## src/rtl/adc_seq_ctrl.sv

```systemverilog
// -----------------------------------------------------------------------------
// adc_seq_ctrl
// Conversion sequencer for the SAR ADC + OSR accumulator. Walks a list of up to
// four slots; each slot selects an analog channel and an OSR mode, settles with
// the accumulator held cleared, enables conversions until the OSR reports a
// finished result (or a timeout expires), then hands the 16-bit result to the
// host over a valid/ready handshake.
//
// Ports
//   clk, rst_n           : controller clock, asynchronous active-low reset
//   start_in             : starts a sequence when sampled high in IDLE
//   abort_in             : returns to IDLE from any state (highest priority)
//   continuous_in        : latched at start, repeat the slot list until abort
//   seq_len_in[1:0]      : last slot index, latched at start
//   ch_cfg_in[7:0]       : slot n channel  = ch_cfg_in[2n+1:2n]
//   osr_cfg_in[11:0]     : slot n OSR mode = osr_cfg_in[3n+2:3n]
//   osr_done_in          : OSR conversion finished (level, used in CONVERT only)
//   osr_data_in[15:0]    : OSR result, valid with osr_done_in
//   adc_ch_out[1:0]      : analog mux channel select
//   osr_mode_out[2:0]    : OSR mode
//   osr_clr_out          : holds the OSR accumulator cleared
//   adc_en_out           : enables SAR conversions
//   result_out[15:0]     : captured result (16'hFFFF on timeout)
//   result_slot_out[1:0] : slot index belonging to result_out
//   result_valid_out     : result handshake valid
//   result_ready_in      : result handshake ready
//   busy_out             : high whenever the sequencer is not IDLE
//   timeout_err_out      : sticky timeout flag, cleared by the next start
// All outputs are registered.
// -----------------------------------------------------------------------------
module adc_seq_ctrl #(
  parameter int SETTLE_CYCLES  = 4,       // 1..255
  parameter int TIMEOUT_CYCLES = 16'hFFFF // 0 disables the timeout
) (
  input  logic        clk,
  input  logic        rst_n,
  input  logic        start_in,
  input  logic        abort_in,
  input  logic        continuous_in,
  input  logic [1:0]  seq_len_in,
  input  logic [7:0]  ch_cfg_in,
  input  logic [11:0] osr_cfg_in,
  input  logic        osr_done_in,
  input  logic [15:0] osr_data_in,
  output logic [1:0]  adc_ch_out,
  output logic [2:0]  osr_mode_out,
  output logic        osr_clr_out,
  output logic        adc_en_out,
  output logic [15:0] result_out,
  output logic [1:0]  result_slot_out,
  output logic        result_valid_out,
  input  logic        result_ready_in,
  output logic        busy_out,
  output logic        timeout_err_out
);

  typedef enum logic [1:0] {
    ST_IDLE    = 2'd0,
    ST_SETTLE  = 2'd1,
    ST_CONVERT = 2'd2,
    ST_DELIVER = 2'd3
  } state_t;

  // Settle counter is loaded with N-1 so that SETTLE lasts exactly N cycles.
  localparam logic [7:0]  SETTLE_LOAD  = 8'(SETTLE_CYCLES - 1);
  // CONVERT cycle k ends with r_tmo_cnt == k-1, so the timeout fires on the
  // edge that closes CONVERT cycle TIMEOUT_CYCLES.
  localparam logic [15:0] TIMEOUT_LAST = 16'(TIMEOUT_CYCLES - 1);
  localparam logic        TIMEOUT_EN   = (TIMEOUT_CYCLES != 0) ? 1'b1 : 1'b0;

  state_t      r_state;
  logic [1:0]  r_slot;
  logic [1:0]  r_seq_len;
  logic [7:0]  r_ch_cfg;
  logic [11:0] r_osr_cfg;
  logic        r_continuous;
  logic [7:0]  r_settle_cnt;
  logic [15:0] r_tmo_cnt;

  logic        w_last_slot;
  logic [1:0]  w_next_slot;
  logic        w_transfer;
  logic        w_timeout;

  // Channel field of a slot from a packed channel list.
  function automatic logic [1:0] slot_ch(input logic [7:0] cfg, input logic [1:0] slot);
    logic [1:0] ch;
    case (slot)
      2'd0:    ch = cfg[1:0];
      2'd1:    ch = cfg[3:2];
      2'd2:    ch = cfg[5:4];
      2'd3:    ch = cfg[7:6];
      default: ch = 2'd0;
    endcase
    return ch;
  endfunction

  // OSR mode field of a slot from a packed mode list.
  function automatic logic [2:0] slot_mode(input logic [11:0] cfg, input logic [1:0] slot);
    logic [2:0] mode;
    case (slot)
      2'd0:    mode = cfg[2:0];
      2'd1:    mode = cfg[5:3];
      2'd2:    mode = cfg[8:6];
      2'd3:    mode = cfg[11:9];
      default: mode = 3'd0;
    endcase
    return mode;
  endfunction

  assign w_last_slot = (r_slot == r_seq_len);
  assign w_next_slot = w_last_slot ? 2'd0 : (r_slot + 2'd1);
  assign w_transfer  = result_valid_out & result_ready_in;
  assign w_timeout   = TIMEOUT_EN & (r_tmo_cnt == TIMEOUT_LAST);

  // Sequencer FSM with all outputs and latched configuration registered.
  always_ff @(posedge clk or negedge rst_n) begin
    if (!rst_n) begin
      r_state          <= ST_IDLE;
      r_slot           <= 2'd0;
      r_seq_len        <= 2'd0;
      r_ch_cfg         <= 8'd0;
      r_osr_cfg        <= 12'd0;
      r_continuous     <= 1'b0;
      r_settle_cnt     <= 8'd0;
      r_tmo_cnt        <= 16'd0;
      adc_ch_out       <= 2'd0;
      osr_mode_out     <= 3'd0;
      osr_clr_out      <= 1'b0;
      adc_en_out       <= 1'b0;
      result_out       <= 16'd0;
      result_slot_out  <= 2'd0;
      result_valid_out <= 1'b0;
      busy_out         <= 1'b0;
      timeout_err_out  <= 1'b0;
    end else if (abort_in) begin
      // Abort drops any pending result but keeps the sticky timeout flag.
      r_state          <= ST_IDLE;
      result_valid_out <= 1'b0;
      adc_en_out       <= 1'b0;
      osr_clr_out      <= 1'b1;
      busy_out         <= 1'b0;
    end else begin
      case (r_state)
        ST_IDLE: begin
          busy_out         <= 1'b0;
          osr_clr_out      <= 1'b1;
          adc_en_out       <= 1'b0;
          result_valid_out <= 1'b0;
          if (start_in) begin
            r_seq_len       <= seq_len_in;
            r_ch_cfg        <= ch_cfg_in;
            r_osr_cfg       <= osr_cfg_in;
            r_continuous    <= continuous_in;
            r_slot          <= 2'd0;
            r_settle_cnt    <= SETTLE_LOAD;
            timeout_err_out <= 1'b0;
            // Mux and mode are driven from the first SETTLE cycle.
            adc_ch_out      <= slot_ch(ch_cfg_in, 2'd0);
            osr_mode_out    <= slot_mode(osr_cfg_in, 2'd0);
            busy_out        <= 1'b1;
            r_state         <= ST_SETTLE;
          end else begin
            r_state <= ST_IDLE;
          end
        end

        ST_SETTLE: begin
          if (r_settle_cnt == 8'd0) begin
            osr_clr_out <= 1'b0;
            adc_en_out  <= 1'b1;
            r_tmo_cnt   <= 16'd0;
            r_state     <= ST_CONVERT;
          end else begin
            r_settle_cnt <= r_settle_cnt - 8'd1;
          end
        end

        ST_CONVERT: begin
          // A real result beats a coincident timeout.
          if (osr_done_in) begin
            result_out       <= osr_data_in;
            result_slot_out  <= r_slot;
            result_valid_out <= 1'b1;
            adc_en_out       <= 1'b0;
            osr_clr_out      <= 1'b1;
            r_state          <= ST_DELIVER;
          end else if (w_timeout) begin
            result_out       <= 16'hFFFF;
            result_slot_out  <= r_slot;
            result_valid_out <= 1'b1;
            timeout_err_out  <= 1'b1;
            adc_en_out       <= 1'b0;
            osr_clr_out      <= 1'b1;
            r_state          <= ST_DELIVER;
          end else begin
            r_tmo_cnt <= r_tmo_cnt + 16'd1;
          end
        end

        ST_DELIVER: begin
          if (w_transfer) begin
            result_valid_out <= 1'b0;
            if (!w_last_slot || r_continuous) begin
              r_slot       <= w_next_slot;
              adc_ch_out   <= slot_ch(r_ch_cfg, w_next_slot);
              osr_mode_out <= slot_mode(r_osr_cfg, w_next_slot);
              r_settle_cnt <= SETTLE_LOAD;
              r_state      <= ST_SETTLE;
            end else begin
              busy_out <= 1'b0;
              r_state  <= ST_IDLE;
            end
          end else begin
            r_state <= ST_DELIVER;
          end
        end

        default: begin
          r_state          <= ST_IDLE;
          result_valid_out <= 1'b0;
          adc_en_out       <= 1'b0;
          osr_clr_out      <= 1'b1;
          busy_out         <= 1'b0;
        end
      endcase
    end
  end

endmodule

```

## config.mk

```make
export PLATFORM = sky130hd
export DESIGN_NAME = adc_seq_ctrl
export DESIGN_NICKNAME = d
export VERILOG_FILES = /design/src/rtl/adc_seq_ctrl.sv
export SDC_FILE = /design/constraint.sdc
export NUM_CORES = 1
export LEC_CHECK = 0
export ABC_AREA = 1
export BUFFER_PORTS_ARGS = -buffer_cell sky130_fd_sc_hd__buf_2
export CORE_MARGIN = 2
export CORE_UTILIZATION = 30
export CTS_CLUSTER_DIAMETER = 100
export DETAILED_ROUTE_END_ITERATION = 12
export PLACE_DENSITY = 0.46
export SYNTH_ARGS = -nofsm -noshare
export SYNTH_HDL_FRONTEND = slang
export SYNTH_SLANG_ARGS = --single-unit
```

## constraint.sdc

```tcl
create_clock -name clk -period 2.15 [get_ports clk]
set_input_delay 0.215 -clock clk [delete_from_list [all_inputs] [get_ports clk]]
set_output_delay 0.215 -clock clk [all_outputs]
set_load 0.02 [all_outputs]
```

# After elaboration in Yosys (flattened, before gate mapping)
# Cells that the tools add are included.
[totals]
register_bits = 79
latchBits = 0
mem_bits_rw = 0
mem_bits_ro = 0
in_bits = 45
output_inout_bits = 28
word_cells = 122
memories = 0
[op_classes]
add_sub_neg = 3
multipliers = 0
div = 0
order_cmp = 0
eq_ne = 20
n_shift = 0
mux = 57
n_bitwise = 2
reduce_logical = 23
[ops]
columns = ["op", "count"]
rows = [
  ["$mux 16", 5],
  ["$mux 8", 4],
  ["$pmux 16 s2", 1],
  ["$mux 2", 14],
  ["$pmux 8 s3", 1],
  ["$mux 1", 18],
  ["$add 16x1->16 const B", 1],
  ["$eq 16x16->1 const B", 1],
  ["$ne 2x2->1 const B", 8],
  ["$pmux 2 s4", 2],
  ["$reduce_and 3->1", 5],
  ["$reduce_and 5->1", 3],
  ["$pmux 3 s4", 1],
  ["$mux 3", 3],
  ["$ne 3x3->1 const B", 3],
  ["$pmux 1 s3", 3],
  ["$eq 2x2->1 const B", 4],
  ["$logic_not 8->1", 1],
  ["$pmux 2 s2", 2],
  ["$reduce_bool 2->1", 4],
  ["$reduce_bool 4->1", 2],
  ["$sub 8x1->8 const B", 1],
  ["$pmux 3 s2", 1],
  ["$reduce_and 6->1", 1],
  ["12 further kinds", 16],
]

# Longest topological paths before layout
# Gate-level depths: netlist of run 1.
[logic_depth]
depth_word = 7
depth_mapped = 11
ltp_nobuf = 11

# Least setup slack after synthesis of run 1
# Ideal clock, no wire load.
[synth_timing]
kind = "register -> register"
start = "reg r_state[1]"
end = "reg r_tmo_cnt[6]"
setup_ns = 0.121
arrival_ns = 1.536
required_time_ns = 2.029
path_slack_ns = 0.494
path_stages_with_launch = 10
n_path_buf = 1
period_less_slack_ns = 1.656
cell_sequence = "dfrtp_1 > inv_1 > ha_1 > inv_2 > nor2_1 > a21oi_1 > nand3b_4 > buf_4 > nand2_1 > o21ai_1"
[synth_via]
elab_chain_cells = 3
word_cells_on_any_way = 8
classes_between = "eq/ne: 5; mux: 1; reduce/logical: 2"
[synth_lines]
columns = ["item", "line_no", "source"]
rows = [
  ["start: declaration", "71", "state_t r_state;"],
  ["start signal: assignment", "119", "r_state <= ST_IDLE;"],
  ["start signal: assignment", "138", "r_state <= ST_IDLE;"],
  ["start signal: assignment", "162", "r_state <= ST_SETTLE;"],
  ["$eq 2x1->1 or $eq 2x2->1 (tied branches)", "144", "case (r_state)"],
  ["$ne 2x2->1 (no source line) or $reduce_bool 2->1 (tied branches)", "--", ""],
  ["$reduce_and 5->1 (no source line)", "--", ""],
  ["end signal: assignment", "197", "r_tmo_cnt <= r_tmo_cnt + 16'd1;"],
  ["end: declaration", "78", "logic [15:0] r_tmo_cnt;"],
]
# Parallel ways exist; a longest one is shown, timed or not.
# A chain may end at the register's enable or synchronous reset.

# Final worst setup path of run 1
[layout_timing]
start = "reg r_tmo_cnt[0]"
end = "reg result_out[4]"
[layout_via]
elab_chain_cells = 3
[layout_lines]
columns = ["item", "line_no", "source"]
rows = [
  ["$eq 16x16->1", "114", "assign w_timeout = TIMEOUT_EN & (r_tmo_cnt == TIMEOUT_LAST);"],
  ["$reduce_bool 2->1 (no source line)", "--", ""],
  ["$reduce_and 3->1 (no source line)", "--", ""],
  ["end signal: assignment", "182", "result_out <= osr_data_in;"],
  ["end: declaration", "49", "output logic [15:0] result_out,"],
]
# No other way between the ends.

==> impl.org, run 1 <==
** Status
- Run status :: finished clean

** Clock network
- Clock network latency to the later pin of the worst-skew pair :: 0.34 ns
- Maximum level of the CTS H-tree :: 3
- Clock-pin slew was measured on the worst setup and hold paths at 0.06 ns.
- Number of clock buffers inserted by TritonCTS :: 9
- The longest clock path from root to sink contains 2 buffers.
- The tree built by TritonCTS fans out to 79 sinks.
- TritonCTS built the clock tree.
- Count of buffers added by post-CTS timing repair for setup :: 0
- CTS placed an instance of sky130_fd_sc_hd__clkbuf_16 at the clock tree root.

** Final layout
- Fraction of final layout cells with drive strength greater than 1 :: 25.6%
- Filler cell count in the final layout :: 1493
- Number of nets in the layout :: 682
- Final cell count without fillers :: roughly 810
- From synthesis to final layout, the design area changed by 22.2%.
- The number of antenna diodes in the final layout is 0.

** Floorplan
- Die W :: roughly 120 um
- Core Box Area :: 14000 um2
- Die height :: approximately 120 um
- Initial cell density of the core :: 31.0%
- Die Outline Area :: 15400 um2
- Ports placed on the boundary :: 73
- Row generation in the floorplan step produced 43 rows.

** Detailed routing
- After detailed routing, the met3 layer carries about 430 um of wire.
- Total length of routed met2 wires :: 4630 um
- Summed over all layers, the routed wires come to 10400 um.
- Vias after detailed routing :: ~3700
- The first detailed-routing pass took 4 iterations.
- Once detail routing completed, the nets flagged for antenna violations numbered 0.
- The highest layer touched by signal routing is met4.
- Met1 Routed Length :: 5190 um
- Average wire per standard cell :: 12.9 um
- Detailed-route vias per instance :: between 4 and 5
- Initial drt markers :: 192
- DRC violations left :: 0

** Global routing
- For this run the aggregate overflow at the end of global routing stands at 0.
- Global routing consumed, over all layers together, approximately 14% of the routing resources.
- The first global-routing pass estimated 18100 um of wire.
- Antenna violations before repair :: 0
- Entering global routing, the biggest net connects 39 pins.
- The via count of the first global-routing pass is approximately 3800.

** STA
- Final total negative setup slack :: 0 ns
- The worst path uses 89.5% of the clock period.
- Clock period minus worst slack :: around 1.9 ns
- Derived from the worst setup path, the maximum achievable clock frequency is 519 MHz.
- In this run the tightest slew margin relative to its limit is 65.7%.
- Unrepaired setup endpoints after global routing :: no
- Final setup violation count :: 0
- Transition time of the tightest slew-check pin :: 0.514 ns
- Final hold analysis gives a worst-case slack of approximately 0.10 ns.
- The final hold violation count came to 0.
- Clk_skew :: 0.00800 ns
- The max-slew violation count is 0.

** Power
- The worst-case IR drop observed on VDD is 0.428 mV.
- Power per standard cell area :: 1240 nW/um2
- Total power for the finished layout comes to ~6.6 mW.
- In this run the static leakage power is 2.64 nW.

** Synth
- In this run, synthesis produced a sequential element count of between 70 and 80.
- Of all cell types, the one taking the most synthesized area is sky130_fd_sc_hd__dfrtp_1.
- Synthesized instance count :: 544
- Cell area after technology mapping :: 4340 um2
- YS warnings :: 0
- By count the netlist is led by 136 x sky130_fd_sc_hd__nand2_1, 85 x sky130_fd_sc_hd__nor2_1, 79 x sky130_fd_sc_hd__dfrtp_1.
- Main flop type after synthesis :: sky130_fd_sc_hd__dfrtp_1
- Synth top area share :: 45.6%
- Distinct cells, synth :: 33
- Yosys attributes the largest share of cell area to sky130_fd_sc_hd__dfrtp_1 46%, sky130_fd_sc_hd__nand2_1 12%, sky130_fd_sc_hd__nor2_1 7.4%, sky130_fd_sc_hd__inv_1 4.3%, sky130_fd_sc_hd__o21ai_2 3.8%.
- Number of enable flip-flop cells after synthesis :: 0
- Summing the sequential cell areas from Yosys gives 45.6% of the chip area.
- The most common cell in the synthesized netlist is sky130_fd_sc_hd__nand2_1.
- The number of nets in the synthesized netlist is 598.
- Syn avg cell area :: 7.97 um2
- Async set-reset flop share out of synthesis :: 100%

** Critical path
- For flop-to-flop paths, the worst setup slack is 0.22 ns.
- Data arrival time of the critical path :: 2.14 ns
- The critical path is of the reg2reg type.
- Endpoint class of the critical path :: register
- Critical R2R Launch :: r_tmo_cnt[0]
- The worst setup path is launched from a register.
- Of all nets on the critical path, the largest fanout is 36.
- Worst Reg2Reg Path Length in Cells :: 9
- CP Data Required Time :: 2.36 ns
- Reg2reg end :: result_out[4]

** Hold path
- The worst hold path belongs to the class in2reg.
- The worst hold path terminates at r_osr_cfg[6].
- Min-delay src :: osr_cfg_in[6]
- Along the worst hold path, the cell count comes to 2.

** Placed design
- Port Buffers :: 72
- Placed wire-length estimate :: 7660 um
- Placer's final routability congestion estimate :: 0.870
- # placed instances :: slightly below 800

** Job
- Max-capacitance violation count :: 0
## kinds of logic (layout without fill, tap and decap cells)
kind of cell / Yosys count / after routing / synth area share (%)
XOR/XNOR: 14 / 14 / 2.83
AO/OA/AOI/OAI: 75 / 75 / 10.6
multiplexers: 11 / 11 / 2.86
buffers and inverters: 70 / 158 / 7.07
AND/OR/NAND/NOR: 286 / 287 / 28.4
flip-flops: 79 / 79 / 45.6
adder cells (fa/ha/maj): 9 / 9 / 2.60
## routing by layer
layer	global-route usage [%]	vias to the layer above
li1	-	1904
met3	3.18	16
met2	22.1	76
met1	18.8	1712
met4	5.62	0
met5	0	-
## placed cells by master (no fill, tap or decap), types with 2 or more instances in the layout
| master | netlist | final |
|---|---|---|
| sky130_fd_sc_hd__nand2_1 | 136 | 136 |
| sky130_fd_sc_hd__nor2_1 | 85 | 85 |
| sky130_fd_sc_hd__dfrtp_1 | 79 | 79 |
| sky130_fd_sc_hd__buf_2 | 3 | 71 |
| sky130_fd_sc_hd__inv_1 | 50 | 50 |
| sky130_fd_sc_hd__nand3_1 | 29 | 29 |
| sky130_fd_sc_hd__o21ai_2 | 19 | 19 |
| sky130_fd_sc_hd__a21oi_1 | 19 | 19 |
| sky130_fd_sc_hd__o21ai_0 | 18 | 18 |
| sky130_fd_sc_hd__o21ai_1 | 13 | 13 |
| sky130_fd_sc_hd__mux2_2 | 11 | 11 |
| sky130_fd_sc_hd__xor2_1 | 11 | 11 |
| sky130_fd_sc_hd__buf_4 | 2 | 11 |
| sky130_fd_sc_hd__clkbuf_16 | 0 | 9 |
| sky130_fd_sc_hd__nand2_2 | 8 | 8 |
| sky130_fd_sc_hd__nand4_1 | 7 | 7 |
| sky130_fd_sc_hd__ha_1 | 9 | 7 |
| sky130_fd_sc_hd__inv_2 | 6 | 6 |
| sky130_fd_sc_hd__or2_2 | 6 | 6 |
| sky130_fd_sc_hd__nor3_1 | 6 | 6 |
| sky130_fd_sc_hd__nand3_2 | 4 | 4 |
| sky130_fd_sc_hd__o211ai_1 | 3 | 3 |
| sky130_fd_sc_hd__xnor2_1 | 3 | 3 |
| sky130_fd_sc_hd__nor3_2 | 2 | 2 |
| sky130_fd_sc_hd__nand3b_4 | 1 | 2 |
| sky130_fd_sc_hd__ha_2 | 0 | 2 |
| sky130_fd_sc_hd__bufinv_16 | 0 | 2 |
## where the power goes
| group | switching [mW] | internal, mW |
|---|---|---|
| clock | 0.641 | 1.06 |
| sequential | 0.321 | 2.03 |
| combinational | 1.59 | 0.942 |
## repair_timing
action                                  CTS  global route
hold endpoints to repair                 22             0
endpoints found under the setup margin    0            14
resized for setup                         0             3
hold buffers                              1             0
## stage by stage
step                      setup slack, ns  util, %  area (um2)
after floorplan                     0.494        -        4340
final                               0.225     37.9        5300
after global placement              0.205     35.3        4930
after global routing               0.0447     37.9        5300
after detailed placement            0.161     35.3        4930
after CTS                           0.131     37.7        5280
## flip-flops by register name, summed over array words and instances (netlist names)
name / count
osr_mode_out: 3
result_out: 16
r_seq_len: 2
r_slot: 2
r_continuous: 1
osr_clr_out: 1
busy_out: 1
result_slot_out: 2
adc_ch_out: 2
result_valid_out: 1
timeout_err_out: 1
r_settle_cnt: 8
r_state: 2
adc_en_out: 1
r_osr_cfg: 12
r_ch_cfg: 8
r_tmo_cnt: 16
## worst max-delay path, cell delays in order, from the launching register on
cell and delay, ns:
sky130_fd_sc_hd__dfrtp_1 0.42, sky130_fd_sc_hd__inv_1 0.12, sky130_fd_sc_hd__ha_1 0.15, sky130_fd_sc_hd__inv_1 0.06, sky130_fd_sc_hd__nor3_2 0.19, sky130_fd_sc_hd__nand3_2 0.19, sky130_fd_sc_hd__nand2_2 0.15, sky130_fd_sc_hd__nand2_4 0.27
sky130_fd_sc_hd__nand2_1 0.17, sky130_fd_sc_hd__o21ai_2 0.06
## how the worst max path moves through the flow
stage / start / endpoint / slack (ns) / cells after the start
after CTS: r_state[1] / r_tmo_cnt[4] / 0.13 / 8
final: r_tmo_cnt[0] / result_out[4] / 0.22 / 9
after detailed placement: r_state[1] / r_tmo_cnt[4] / 0.16 / 8
after global placement: r_state[1] / r_tmo_cnt[1] / 0.20 / 8
after global routing: r_tmo_cnt[0] / result_slot_out[1] / 0.04 / 9
after floorplan: r_state[1] / r_tmo_cnt[6] / 0.49 / 9
## area by class of cell
class / instances / area, um2 / area share (%)
Sequential cell: 79 / 1980 / 37.3
Clock inverter: 5 / 88.8 / 1.68
Tap cell: 180 / 225 / 4.25
Timing Repair Buffer: 84 / 468 / 8.83
Clock buffer: 11 / 243 / 4.58
Inverter: 58 / 220 / 4.15
Multi-Input combinational cell: 396 / 2080 / 39.2
Power figures use the tool's default switching activity.
==> run 2, diff against run 1 <==
--- a/config.mk
+++ b/config.mk
@@ -7,11 +7,13 @@
 export LEC_CHECK = 0
 export ABC_AREA = 1
 export BUFFER_PORTS_ARGS = -buffer_cell sky130_fd_sc_hd__buf_2
+export CELL_PAD_IN_SITES_DETAIL_PLACEMENT = 1
+export CELL_PAD_IN_SITES_GLOBAL_PLACEMENT = 2
 export CORE_MARGIN = 2
 export CORE_UTILIZATION = 30
 export CTS_CLUSTER_DIAMETER = 100
 export DETAILED_ROUTE_END_ITERATION = 12
-export PLACE_DENSITY = 0.46
+export PLACE_DENSITY = 0.72
 export SYNTH_ARGS = -nofsm -noshare
 export SYNTH_HDL_FRONTEND = slang
 export SYNTH_SLANG_ARGS = --single-unit
==> run 2 against run 1 <==
Compared with the run above:
- sequential share of layout area rose by 0.053 points
- highest routed layer unchanged
- register-to-register slack barely moved
- flip-flop and latch count did not move
- design area fell by 0.14%
==> impl.org, run 2 (synthesized netlist as in run 1, its figures left out) <==
** Clock network
- The depth of the CTS H-tree was 3 (unchanged).
- Clock transition time at the flip-flop clock pins of the worst setup and hold paths :: 0.06 ns (about the same)
- Clock sink count :: 79 (unchanged)
- Count of buffers added by post-CTS timing repair for setup :: 0 (unchanged)
- CTS placed an instance of sky130_fd_sc_hd__clkbuf_16 at the clock tree root.
- Max Buffers Root-to-Sink :: 2 (unchanged)
- The CTS buffer count was 9 (unchanged).
- TritonCTS built the clock tree.
- Clock network latency to the later pin of the worst-skew pair :: 0.34 ns (about the same)

** Floorplan
- Initial cell density of the core :: 31.0% (unchanged)
- Core Rows :: 43 (unchanged)
- The area of the core came to 14000 um2 (unchanged).
- Die Outline Area :: 15400 um2 (unchanged)
- The height of the chip was 124 um (unchanged).
- The number of placed I/O pins came to 73 (unchanged).
- Die W :: 124 um (unchanged)

** Power
- Total chip power :: 6.54 mW (-0.72%)
- Fraction of power consumed by the clock network :: 24.4% (-1.5 points)
- Comb pwr share :: 39.3% (+0.9 points)
- The sequential power share was 36.3% (+0.6 points).
- The fraction of power spent switching nets came to 39.8% (+1.0 points).
- The net load switching power was 2.60 mW (+1.9%).
- The leakage power was 2.62 nW (-0.71%).
- The power per unit of standard cell area came to 1240 nW/um2 (-0.58%).
- The internal power of the cells is 3.94 mW (-2.4%).
- Peak ir drop on the vdd network :: 0.580 mV (+35%)

** Placed design
- The post-placement setup slack came to 0.0761 ns (-0.0847 ns).
- The number of port buffers was 72 (unchanged).
- Placed wire-length estimate :: 8460 um (+10%)
- # placed instances :: 796 (+0.13%)
- Placer's final routability congestion estimate :: 0.792 (-8.9%)
- Placement Cell Area :: 4940 um2 (+0.15%)

** Critical path
- Data arrival time of the critical path :: 2.19 ns (+0.05 ns)
- Critical path class :: reg2reg
- The worst setup path is captured at a register.
- The required time at the worst-slack endpoint came to 2.41 ns (+0.05 ns).
- The largest fanout on the critical path is 13 (-64%).
- CP startpoint kind :: register

** STA
- The tightest slew margin relative to the limit was 65.7% (about the same).
- Final slew viol count :: 0 (unchanged)
- The achievable clock frequency is 519 MHz (about the same).
- The final setup slack of the worst path was 0.225 ns (-0.000291 ns).
- The slew at the pin closest to its max-slew limit came to 0.514 ns (+0.000464 ns).
- The period utilization was 89.6% (about the same).
- Clk_skew :: 0.00876 ns (+0.000752 ns)
- Number of hold violations in the final report :: 0 (unchanged)
- Final setup violation count :: 0 (unchanged)
- Setup repair after global routing left no endpoint under its margin.
- The worst hold-check slack came to 0.0994 ns (-0.000664 ns).
- Clock period minus worst slack :: 1.93 ns (+0.000291 ns)
- The final sum of negative setup slack came to 0 ns (unchanged).

** Final layout
- Final standard cell utilization of the core :: 37.8% (-0.054 points)
- Design area :: 5290 um2 (-0.14%)
- Registers with the most flip-flops :: r_tmo_cnt: 16 flops, result_out: 16 flops, r_osr_cfg: 12 flops
- Most common library cell in the layout ignoring fill and taps :: sky130_fd_sc_hd__nand2_1
- Fraction of final layout cells with drive strength greater than 1 :: 25.6% (-0.040 points)
- Antenna cell count :: 0 (unchanged)
- Final cell count without fillers :: 814 (+0.12%)
- Number of nets in the layout :: 683 (+0.15%)
- Relative to the synthesized area, the layout overhead comes to 22.0%.
- The top cell types in the final layout, fill and taps aside, are 136 x sky130_fd_sc_hd__nand2_1, 85 x sky130_fd_sc_hd__nor2_1, 79 x sky130_fd_sc_hd__dfrtp_1.
- The fill cell total of the finished layout was 1746 (+17%).

** Detailed routing
- Initial drt markers :: 141 (-27%)
- The total DRC errors in the routed layout came to 0 (unchanged).
- The post-detailed-route via-to-cell ratio is 4.64 (+1.8%).
- The total via count in the routed design came to 3779 (+1.9%).
- Routed wire length :: 11600 um (+11%)
- Final antenna-violating net count :: 0 (unchanged)
- The routed wire length per instance is 14.2 um (+11%).
- The number of detailed-routing iterations run before antenna repair was 4 (unchanged).

** Global routing
- The initial antenna violation count was 0 (unchanged).
- The global-route track usage on met1 came to 21.2% (+2.4 points).
- The global-route usage over all layers came to 15.7% (+1.6 points).
- The largest net degree at the start of global routing was 38 (-2.6%).
- Met3 global-route usage :: 2.92% (-0.26 points)
- Most utilized layer in the global route result :: met2
- The global-route congestion overflow total is 0 (unchanged).
- The global-route met2 utilization is 25.1% (+3.0 points).
- The first-pass GRT wire length was 19900 um (+10%).
- Via count of the first global-routing pass :: 4037 (+5.4%)

** Job
- Max-capacitance violation count :: 0 (unchanged)

** Status
- Run status :: finished clean

** Hold path
- In this run the worst hold path is classified as in2reg.
-- run 2: cell types whose count changed in the layout (fill, tap and decap cells not counted) --
cell and change:
sky130_fd_sc_hd__bufinv_16 -1, sky130_fd_sc_hd__nand2_4 -1, sky130_fd_sc_hd__ha_2 -1, sky130_fd_sc_hd__ha_1 +1, sky130_fd_sc_hd__buf_4 +1, sky130_fd_sc_hd__inv_6 -1, sky130_fd_sc_hd__inv_8 -1, sky130_fd_sc_hd__clkbuf_8 +1
sky130_fd_sc_hd__nand2_8 +1, sky130_fd_sc_hd__clkinvlp_4 +2
-- run 2: area by class of cell --
class	count	area [um2]	share of cell area (%)
Multi-Input combinational cell	396	2090	39.4
Sequential cell	79	1980	37.3
Timing Repair Buffer	85	475	8.98
Clock buffer	12	256	4.85
Tap cell	180	225	4.25
Inverter	58	220	4.16
Clock inverter	4	53.8	1.02
-- run 2: worst max-delay path: stages, from the launching register on --
cell                       delay, ns
sky130_fd_sc_hd__dfrtp_1        0.42
sky130_fd_sc_hd__inv_1          0.11
sky130_fd_sc_hd__ha_2           0.23
sky130_fd_sc_hd__inv_2          0.14
sky130_fd_sc_hd__nor2_1         0.09
sky130_fd_sc_hd__a21oi_1        0.37
sky130_fd_sc_hd__nand3b_4       0.32
sky130_fd_sc_hd__nand2_1        0.07
sky130_fd_sc_hd__o21ai_1        0.08
-- run 2: timing repair --
action	CTS	global route
setup endpoints to repair	0	16
endpoints found under the hold margin	19	0
gates resized for setup	0	3
hold buffers	1	0
-- run 2: metal layers --
layer,vias up,wire length (um),share of wire (%)
li1,1900,-,-
met1,1800,5630,49
met2,65,5380,46
met3,14,390,3.4
met4,0,192,1.7
met5,-,0,0
-- run 2: path summary, 6_finish.rpt --
path                               start           end  slack (ns)  cells past startpoint
hold reg to reg               adc_en_out    adc_en_out        0.48                      2
setup reg to reg              r_state[1]  r_tmo_cnt[4]        0.22                      8
min in group asynchronous          rst_n  r_tmo_cnt[2]        0.32                      2
max in group asynchronous          rst_n  r_osr_cfg[3]        1.20                      3
setup / recovery              r_state[1]  r_tmo_cnt[4]        0.22                      8
hold / removal             osr_cfg_in[8]  r_osr_cfg[8]         0.1                      2
-- run 2: power groups by stage --
stage	combinational [mW]	clock (mW)	sequential (mW)
after detailed placement	2.58	0	2.40
after global placement	2.53	0	2.38
after CTS	2.61	1.64	2.38
after floorplan	1.55	0	2.62
after global routing	2.95	1.70	2.45
final	2.57	1.60	2.37
==> run 3, diff against run 2 <==
--- a/config.mk
+++ b/config.mk
@@ -5,7 +5,6 @@
 export SDC_FILE = /design/constraint.sdc
 export NUM_CORES = 1
 export LEC_CHECK = 0
-export ABC_AREA = 1
 export BUFFER_PORTS_ARGS = -buffer_cell sky130_fd_sc_hd__buf_2
 export CELL_PAD_IN_SITES_DETAIL_PLACEMENT = 1
 export CELL_PAD_IN_SITES_GLOBAL_PLACEMENT = 2
@@ -13,7 +12,7 @@
 export CORE_UTILIZATION = 30
 export CTS_CLUSTER_DIAMETER = 100
 export DETAILED_ROUTE_END_ITERATION = 12
-export PLACE_DENSITY = 0.72
+export PLACE_DENSITY = 0.67
 export SYNTH_ARGS = -nofsm -noshare
 export SYNTH_HDL_FRONTEND = slang
 export SYNTH_SLANG_ARGS = --single-unit
==> run 3 against run 2 <==
Compared with the run above:
- worst hold slack got worse by 0.025 ns
- first-iteration DRC count decreased by 1.4%
- die area down 4.4%
==> impl.org, run 3 <==
** Detailed routing
- Initial drt markers :: 139 (-1.4%)
- The number of nets with antenna violations after routing was 0 (unchanged).
- The sum of routed wire length over all layers was 11800 um (+2.0%).
- The routed wire length per instance was 17.6 um (+24%).
- DRC violations left :: 0 (unchanged)
- The total via count in the routed design was 3504 (-7.3%).
- The post-detailed-route via-to-cell ratio is 5.23 (+13%).
- Iteration count of the initial detailed-routing pass :: 4 (unchanged)

** Synth
- The post-synthesis cell count was 394 (-28%).
- The fraction of the yosys area taken by sequential cells is 47.8% (+2.2 points).
- Main flop type after synthesis :: sky130_fd_sc_hd__dfrtp_1
- Library cell with the largest summed area after synthesis :: sky130_fd_sc_hd__dfrtp_1
- The area of the mapped netlist came to 4140 um2 (-4.6%).
- The top cell type's share of synthesized area came to 47.8% (+2.2 points).
- The commonest cells after synthesis are 79 x sky130_fd_sc_hd__dfrtp_1, 31 x sky130_fd_sc_hd__nand2_1, 28 x sky130_fd_sc_hd__mux2_2.
- YS warnings :: 0 (unchanged)
- In the post-synthesis netlist, the cell with the most instances is sky130_fd_sc_hd__dfrtp_1.
- Distinct cells, synth :: 54 (+64%)
- The number of synthesized flops with an enable pin is 0 (unchanged).
- The post-synthesis sequential element count was 79 (unchanged).
- The synthesized netlist net count is 448 (-25%).
- Async set-reset flop share out of synthesis :: 100% (unchanged)
- Top cells by area, synth :: sky130_fd_sc_hd__dfrtp_1 48%, sky130_fd_sc_hd__mux2_2 7.6%, sky130_fd_sc_hd__o22a_1 3.8%, sky130_fd_sc_hd__nand2_1 2.8%, sky130_fd_sc_hd__o21ai_0 2.8%
- The synthesized area per cell was 10.5 um2 (+32%).

** Critical path
- The largest stage delay on the critical path was 0.65 ns (+0.23 ns).
- CP Data Required Time :: 2.43 ns (+0.02 ns)
- By startpoint and endpoint, the worst setup path is classified as reg2reg.
- Worst Reg2Reg Path Length in Cells :: 7 (-1)
- The largest fanout on the critical path is 4 (-9).
- Traced cell by cell, the critical path runs through inv_1 > ha_1 > nand3_2 > nor4_4 > or4b_2 > or4_1 > nand3_1.
- The worst register-to-register path begins at r_tmo_cnt[0].
- The arrival time of data at the critical path endpoint was 2.34 ns (+0.15 ns).
- STA classifies the critical path startpoint as a register.
- In this run the critical register-to-register path is captured at r_tmo_cnt[3].
- Grouping stages by cell kind, the critical path spends the most delay in simple AND/OR/NAND/NOR gates.
- Reg-to-reg slack, setup :: 0.09 ns (-0.14 ns)
- Sum of buffers and inverters on the critical path :: 1 (-1)
- Critical-path top delay cell :: sky130_fd_sc_hd__or4b_2
- STA classifies the critical path endpoint as a register.

** Final layout
- Design area :: 5310 um2 (+0.28%)
- The total inserted antenna cells is 0 (unchanged).
- Leading cell types in the layout, fill and taps excluded :: 79 x sky130_fd_sc_hd__dfrtp_1, 71 x sky130_fd_sc_hd__buf_2, 34 x sky130_fd_sc_hd__buf_4
- The fill cell total of the finished layout was 1524 (-13%).
- The multi-input logic area came to 2090 um2 (about the same).
- The number of nets in the finished design is 543 (-20%).
- Leaving out fill and tap cells, the most frequent cell in the layout is sky130_fd_sc_hd__dfrtp_1.
- Registers with the most flip-flops :: r_tmo_cnt: 16 flops, result_out: 16 flops, r_osr_cfg: 12 flops
- The register area came to 1980 um2 (unchanged).
- Area growth from synthesis to final layout :: 28.3%
- The share of post-route cells with drive strength above 1 is 35.4% (+9.9 points).
- Final standard cell utilization of the core :: 39.8% (+1.9 points)

** Global routing
- The via count of the first global-routing pass was 3754 (-7.0%).
- Global-route wire length before repair :: 19500 um (-2.2%)
- The global-route usage over all layers came to 17.0% (+1.3 points).
- The global-route congestion overflow total came to 0 (unchanged).
- The largest net degree at the start of global routing came to 48 (+26%).
- Antenna violations before repair :: 0 (unchanged)

** Power
- Leak Pwr :: 2.38 nW (-9.1%)
- The sum of internal, switching and leakage power was 6.40 mW (-2.1%).
- Peak ir drop on the vdd network :: 0.407 mV (-30%)
- Power per standard cell area :: 1210 nW/um2 (-2.4%)

** Hold path
- Worst-case hold path end point :: result_out[11]
- Type of the most critical hold path :: in2reg
- The depth of the worst hold-timing path is 2 (unchanged).
- The worst hold path begins at osr_data_in[11].

** Floorplan
- The area of the core was 13300 um2 (-4.6%).
- Ports placed on the boundary :: 73 (unchanged)
- Core Rows :: 42 (-2.3%)
- The die boundary width is 121 um (-2.2%).
- Die height :: 121 um (-2.2%)
- The initial cell density of the core came to 31.0% (about the same).
- Die Outline Area :: 14800 um2 (-4.4%)

** STA
- Ratio of final minimum period to clock period :: 96.0% (+6.4 points)
- The final setup slack of the worst path is 0.0862 ns (-0.138 ns).
- The max-slew violation count is 0 (unchanged).
- Number of hold violations in the final report :: 0 (unchanged)
- Clock period minus worst slack :: 2.06 ns (+0.138 ns)
- Relative max-transition margin :: 62.8% (-2.8 points)
- Unrepaired setup endpoints after global routing :: no
- The number of setup violations in the final report came to 0 (unchanged).
- The final sum of negative setup slack is 0 ns (unchanged).
- The slew at the pin closest to its max-slew limit is 0.553 ns (+0.0389 ns).
- The clock tree skew after final layout came to 0.00775 ns (-0.00101 ns).
- Max Clk Rate :: 485 MHz (-6.7%)

** Placed design
- Placer's final routability congestion estimate :: 0.748 (-5.6%)
- Placed wire-length estimate :: 8600 um (+1.8%)
- The placed standard-cell area was 4900 um2 (-0.91%).
- The number of port buffers is 72 (unchanged).
- Setup WS pre-CTS :: -0.149 ns (-0.225 ns)

** Clock network
- CTS root buffer :: sky130_fd_sc_hd__clkbuf_16
- The register clock-pin slew on the reported worst setup and hold paths is 0.06 ns (about the same).
- Max Buffers Root-to-Sink :: 2 (unchanged)
- Maximum level of the CTS H-tree :: 3 (unchanged)
- The CTS buffer count is 9 (unchanged).
- The number of clock sinks came to 79 (unchanged).
- Clock network latency to the later pin of the worst-skew pair :: 0.35 ns (about the same)
- CTS tree :: done

** Status
- Run status :: finished clean

** Job
- The number of maximum-capacitance constraint violations was 0 (unchanged).
## run 3: worst max-delay path by stage
stage	start	to	slack [ns]	depth (start not counted)
global route	r_state[0]	r_settle_cnt[7]	0.003	6
floorplan	r_state[0]	r_slot[1]	0.03	7
CTS	r_tmo_cnt[0]	r_tmo_cnt[3]	0.02	7
detailed placement	r_state[1]	r_settle_cnt[7]	-0.15	5
global placement	r_tmo_cnt[0]	result_out[7]	0.01	8
finish	r_tmo_cnt[0]	r_tmo_cnt[3]	0.09	7
## run 3: layer usage
metal	wire length, um	GRT usage [%]	vias up
li1	-	-	1657
met3	473	4.70	11
met5	0	0	-
met4	109	3.52	0
met1	5510	21.7	1783
met2	5730	28.8	53
## run 3: report_power, final
part / switching [mW] / internal, mW / leakage, nW
clock: 0.644 / 1.02 / 0.154
combinational: 1.31 / 1.10 / 1.25
sequential: 0.330 / 2.00 / 0.981
total: 2.28 / 4.12 / 2.38
## run 3: kinds of logic (layout without fill, tap and decap cells)
logic type                 after synthesis  after routing  share of synthesized area, %
buffers and inverters                   35            135                          3.60
muxes                                   34             34                          9.07
AOI/OAI and AO/OA                       98             98                          17.9
xor gates and xnor gates                 2              2                         0.423
adders and majority gates                9              9                          2.72
and+or+nand+nor                        137            137                          18.5
DFF                                     79             79                          47.8
## run 3: final cells by class
cell class | instances | area share [%]
clock buffer | 11 | 4.38
clock inverter | 5 | 1.56
inverter | 10 | 0.707
multi-input combinational | 280 | 39.3
sequential | 79 | 37.2
tap | 176 | 4.15
timing repair buffer | 109 | 12.7
## run 3: repair_timing
| action | in CTS | in global routing |
|---|---|---|
| cloned | 0 | 0 |
| endpoints found under the setup margin | 27 | 27 |
| gates resized for setup | 6 | 9 |
| hold endpoints to repair | 32 | 0 |
| pin swaps | 1 | 1 |
| setup buffers | 2 | 0 |
| hold buffers | 1 | 0 |
## run 3: per-stage QoR
| step | hold WS [ns] | std cells |
|---|---|---|
| floorplan | -0.0806 | 394 |
| global placement | 0.208 | 651 |
| detailed placement | 0.206 | 651 |
| CTS | 0.0623 | 670 |
| global route | 0.0700 | 670 |
| finish | 0.0747 | 670 |
